## config.mk

```make
export PLATFORM = sky130hd
export DESIGN_NAME = ahbl_arb2
export DESIGN_NICKNAME = d
export VERILOG_FILES = /design/src/rtl/ahbl_arb2.sv
export SDC_FILE = /design/constraint.sdc
export NUM_CORES = 1
export LEC_CHECK = 0
export ABC_AREA = 0
export BUFFER_PORTS_ARGS = -buffer_cell sky130_fd_sc_hd__buf_2
export CAP_MARGIN = 20
export CORE_MARGIN = 3
export CORE_UTILIZATION = 35
export CTS_BUF_LIST = sky130_fd_sc_hd__clkbuf_2 sky130_fd_sc_hd__clkbuf_4 sky130_fd_sc_hd__clkbuf_8
export DETAILED_ROUTE_END_ITERATION = 6
export SYNTH_ARGS = -nofsm -noshare
export SYNTH_HDL_FRONTEND = slang
export SYNTH_SLANG_ARGS = --single-unit
```

## constraint.sdc

```tcl
create_clock -name HCLK -period 1.5 [get_ports HCLK]
set_input_delay 0.15 -clock HCLK [delete_from_list [all_inputs] [get_ports HCLK]]
set_output_delay 0.15 -clock HCLK [all_outputs]
set_load 0.02 [all_outputs]
```

## src/rtl/ahbl_arb2.sv

```systemverilog
// Two-master AHB-Lite arbiter in front of a single AHB-Lite slave.
// The losing master's address phase is parked in a 1-entry buffer and replayed on the next free slot.
module ahbl_arb2 #(
  parameter logic RR_EN = 1'b1
) (
  input  logic        HCLK,
  input  logic        HRESETn,
  input  logic [1:0]  M0_HTRANS,
  input  logic [31:0] M0_HADDR,
  input  logic        M0_HWRITE,
  input  logic [2:0]  M0_HSIZE,
  input  logic        M0_HMASTLOCK,
  input  logic [31:0] M0_HWDATA,
  output logic        M0_HREADY,
  output logic        M0_HRESP,
  output logic [31:0] M0_HRDATA,
  input  logic [1:0]  M1_HTRANS,
  input  logic [31:0] M1_HADDR,
  input  logic        M1_HWRITE,
  input  logic [2:0]  M1_HSIZE,
  input  logic        M1_HMASTLOCK,
  input  logic [31:0] M1_HWDATA,
  output logic        M1_HREADY,
  output logic        M1_HRESP,
  output logic [31:0] M1_HRDATA,
  output logic        S_HSEL,
  output logic [1:0]  S_HTRANS,
  output logic [31:0] S_HADDR,
  output logic        S_HWRITE,
  output logic [2:0]  S_HSIZE,
  output logic [31:0] S_HWDATA,
  output logic        S_HREADY,
  input  logic        S_HREADYOUT,
  input  logic        S_HRESP,
  input  logic [31:0] S_HRDATA
);

  typedef struct packed {
    logic [1:0]  trans;
    logic [31:0] addr;
    logic        write;
    logic [2:0]  size;
    logic        lock;
  } addr_ph_t;

  addr_ph_t   live_s [2];
  addr_ph_t   req_s  [2];
  addr_ph_t   pend_r [2];
  logic [1:0] pend_vld_r;
  logic [1:0] dp_r;
  logic [1:0] hready_s;
  logic [1:0] act_s;
  logic [1:0] gnt_s;
  logic [1:0] capture_s;
  logic       last_grant_r;
  logic       lock_r;
  logic       win_s;
  logic       issue_s;

  // Per-master live address phase, ready and effective request (buffered entry has precedence)
  always_comb begin
    live_s[0] = {M0_HTRANS, M0_HADDR, M0_HWRITE, M0_HSIZE, M0_HMASTLOCK};
    live_s[1] = {M1_HTRANS, M1_HADDR, M1_HWRITE, M1_HSIZE, M1_HMASTLOCK};
    for (int m = 0; m < 2; m++) begin
      hready_s[m] = dp_r[m] ? S_HREADYOUT : ~pend_vld_r[m];
      req_s[m]    = live_s[m];
      act_s[m]    = 1'b0;
      if (pend_vld_r[m]) begin
        req_s[m] = pend_r[m];
        act_s[m] = pend_r[m].trans[1];
      end else if (hready_s[m]) begin
        act_s[m] = live_s[m].trans[1];
      end else begin
        act_s[m] = 1'b0;
      end
    end
  end

  // Winner selection; a locked issuer that is still requesting keeps the slave
  always_comb begin
    win_s = 1'b0;
    if (act_s[0] && act_s[1]) begin
      if (lock_r) begin
        win_s = last_grant_r;
      end else if (RR_EN) begin
        win_s = ~last_grant_r;
      end else begin
        win_s = 1'b0;
      end
    end else if (act_s[1]) begin
      win_s = 1'b1;
    end else begin
      win_s = 1'b0;
    end
    issue_s   = S_HREADYOUT & (|act_s);
    gnt_s     = issue_s ? (win_s ? 2'b10 : 2'b01) : 2'b00;
    capture_s = hready_s & {live_s[1].trans[1], live_s[0].trans[1]} & ~gnt_s;
  end

  // Slave-side address phase and per-master response routing
  always_comb begin
    S_HSEL    = issue_s;
    S_HTRANS  = issue_s ? req_s[win_s].trans : 2'b00;
    S_HADDR   = req_s[win_s].addr;
    S_HWRITE  = req_s[win_s].write;
    S_HSIZE   = req_s[win_s].size;
    S_HWDATA  = dp_r[1] ? M1_HWDATA : M0_HWDATA;
    S_HREADY  = S_HREADYOUT;
    M0_HREADY = hready_s[0];
    M1_HREADY = hready_s[1];
    M0_HRESP  = dp_r[0] ? S_HRESP : 1'b0;
    M1_HRESP  = dp_r[1] ? S_HRESP : 1'b0;
    M0_HRDATA = S_HRDATA;
    M1_HRDATA = S_HRDATA;
  end

  // Data-phase ownership, grant history and address buffers
  always_ff @(posedge HCLK or negedge HRESETn) begin
    if (!HRESETn) begin
      dp_r         <= 2'b00;
      pend_vld_r   <= 2'b00;
      last_grant_r <= 1'b1;
      lock_r       <= 1'b0;
      pend_r[0]    <= '0;
      pend_r[1]    <= '0;
    end else begin
      // Ownership only moves when the current data phase completes
      if (S_HREADYOUT) begin
        dp_r <= gnt_s;
      end
      if (issue_s) begin
        last_grant_r <= win_s;
        lock_r       <= req_s[win_s].lock;
      end
      pend_vld_r <= (pend_vld_r & ~gnt_s) | capture_s;
      for (int m = 0; m < 2; m++) begin
        if (capture_s[m]) begin
          pend_r[m] <= live_s[m];
        end
      end
    end
  end

endmodule

```

==> results.cfg <==
[drt]
first_pass_iters = 5
routedWlPerCell_um = 21.6
routed_via_density = 5.52
ant_nets = 0
drt_iter0_drc = 346
vias = 6475
drc = 0
wl_um = 25300

[logic_synthesis]
syn_avg_cell_area_um2 = 9.97
synth-xor-area-share_pct = 0.245
synth_top_family_by_area = compound AO/OA/AOI/OAI gates
async_flop_share_pct = 100
netlist_instances = 718
yosysUniqueCellTypes = 40
synth_ff_type = dfrtp_1
synth_edf_count = 0
synthMuxAreaShare_pct = 20.7
synth-seq-area-share_pct = 29.4
synth_warnings = 0
ys_ff_latch = 84
synth_compound_area_share_pct = 26.3
synthAdderAreaFrac_pct = 0
synth_simple_gate_area_share_pct = 9.98
synth_nets = 896
synth_area_um2 = 7160

[floorplan]
start_util_pct = 36.2
ios = 318
num_rows = 51
die_area_um2 = 22200
fp.dieW_um = 149
coreArea_um2 = 19800
die_h_um = 149

[setup_path]
crit_chain = and2b_4, o21a_4, a21oi_4, buf_12, clkbuf_16, mux2i_4, buf_6
worstSetupEndpointType = primary output
required_ps = 1350
critPathArrivalTime_ps = 2040
slowest_delay_ps = 390
slowest_stage = dfrtp_1
critPathLaunchType = flip-flop
crit_fanout = 7
path_class = flip-flop to primary output

[power_and_ir_drop]
power_leakage_nw = 4.41
vdd_ir_drop_max_uv = 1340
p_comb_share_pct = 77.4
internal_power_w = 0.0148
seq_power_share_pct = 16.2
switching_share_pct = 46.5
power.density_nw_per_um2 = 2830
p_sw_w = 0.0129
pwr-share-clk_pct = 6.4
p_total_w = 0.0277

[cts]
cts-buffers-inserted = 9
clkLatencyLatePin_ps = 370
path_clk_slew_ps = 90
cts_tree = done
htree_levels = 3
clk_path_buf_depth = 2
clock-sinks = 84
cts_root_buf = clkbuf_8

[status]
failed_checks = setup timing
status = finished with violations

[global_routing]
grt_max_degree = 40
first_global_vias = 6407
grt_overflow = 0
grt_antenna_before_repair = 4
grt.total_usage_pct = 21.6
grt_pass1_wl_um = 37300

[timing]
worstMarginPinSlew_ps = 523
slew_headroom_pct = 65.1
post-route-period-util_pct = 146
period_minus_slack_ps = 2190
hold_viol_final = 0
slew_viol_final = 0
fin_ws_ps = -692
clock_skew_ps = 13.0
rsz0062_at_grt = true
setup_viol = 157
max_freq_ghz = 0.456

[final_layout]
postLayoutCellArea_um2 = 9790
fin_util_pct = 49.5
drive_gt1_share_pct = 57.0
layout_common_cells = 179 x buf_2, 153 x nand2_1, 81 x dfrtp_1
fill_cells = 1806
fin_nets = 1081
layout_commonest_cell = buf_2
syn_to_final_growth_pct = 36.8

[placement]
hpwl_um = 17800
io_buffer_count = 221
dpl-instance-area_um2 = 8870
dp_slack_ps = -503
routabilityCongestion = 0.758

[run]
maxCapViolations = 0

[min_path]
hold_path.class = primary input to flip-flop
[path summary, 6_finish.rpt]
path,startpoint,to,slack [ps],cells after the start
worst min-delay path,M0_HADDR[3],pend_r[47],50,3
worst max-delay path,dp_r[1],S_HADDR[22],-690,7
min in group asynchronous,HRESETn,pend_r[34],250,2
worst max register to register,dp_r[1],pend_r[63],-330,7
worst min register to register,pend_r[77],pend_r[77],480,1
max in group asynchronous,HRESETn,pend_r[59],700,3
[kinds of logic (layout without fill, tap and decap cells)]
kind of cell           count (synthesis)  in the layout
multiplexers                         144            144
buffers and inverters                144            332
flip-flops                            84             84
XOR/XNOR                               2              2
other                                  0              1
AND/OR/NAND/NOR                      176            176
AO/OA/AOI/OAI                        168            169
[power groups by stage]
stage | Combinational, W | Sequential [W] | Clock [W]
floorplan | 0.0138 | 0.00419 | 0
global placement | 0.0181 | 0.00446 | 0
detailed placement | 0.0183 | 0.00447 | 0
CTS | 0.0201 | 0.00444 | 0.00184
global route | 0.0227 | 0.00465 | 0.00191
finish | 0.0214 | 0.00449 | 0.00178
[per-stage QoR]
step                      hold slack (ps)  setup TNS [ps]  cells
after detailed placement             93.4          -41460   1135
after global placement               90.4          -41920   1135
final                                50.5          -55980   1173
after floorplan                      -146          -11170    718
after global routing                 48.0          -67990   1173
after CTS                            31.3          -67260   1160
[cell type report]
class | instances | area (um^2) | share of cell area [%]
Timing Repair Buffer | 314 | 2490 | 25.4
Clock inverter | 1 | 30.0 | 0.307
Antenna cell | 1 | 2.50 | 0.0256
Sequential cell | 84 | 2110 | 21.5
Inverter | 3 | 11.3 | 0.115
Tap cell | 265 | 332 | 3.39
Multi-Input combinational cell | 491 | 4650 | 47.4
Clock buffer | 14 | 180 | 1.84
[worst max-delay path: cells and delay by family, from the launching register on]
family          cells  cell delay [ps]
flops               1              390
simple gates        1              180
mux                 1              230
buf+inv             3              520
compound gates      2              350
[routing by layer]
metal  track usage (%)  part of all wire [%]
met1              27.7                    41
met2              36.1                    49
met3              3.83                   6.7
met4              8.28                   2.7
met5                 0                  0.16
[synthesized netlist by cell type, types with 2 or more instances]
cell type  number  area (um^2)
mux2i_1       110         1100
nand3_1         2         10.0
buf_6          13          146
or2_1           2         12.5
o2111ai_2      20          300
mux2_2         34          383
nor2_1          4         15.0
nand2_1       154          578
inv_1           3         11.3
clkbuf_1       30          113
o211ai_2       75          938
buf_2          22          110
o21bai_1        2         15.0
buf_8           3         45.0
buf_4          69          518
and3_1          2         12.5
o21a_1          2         15.0
and2_1          4         25.0
buf_1           4         15.0
o2111ai_1      57          499
dfrtp_1        83         2080
nand2b_1        5         31.3
[what timing repair did]
| action | in CTS | in global routing |
|---|---|---|
| setup endpoints to repair | 158 | 158 |
| cloned | 1 | 7 |
| pin swaps | 6 | 9 |
| hold endpoints to repair | 20 | 0 |
| resized for setup | 72 | 46 |
| setup buffers | 9 | 10 |
| hold buffers | 1 | 0 |
[state kept, by name, indices dropped and copies added, names as in the netlist]
register and cells:
last_grant_r 1, pend_vld_r 2, dp_r 2, pend_r 78, lock_r 1
Power figures use the tool's default switching activity.
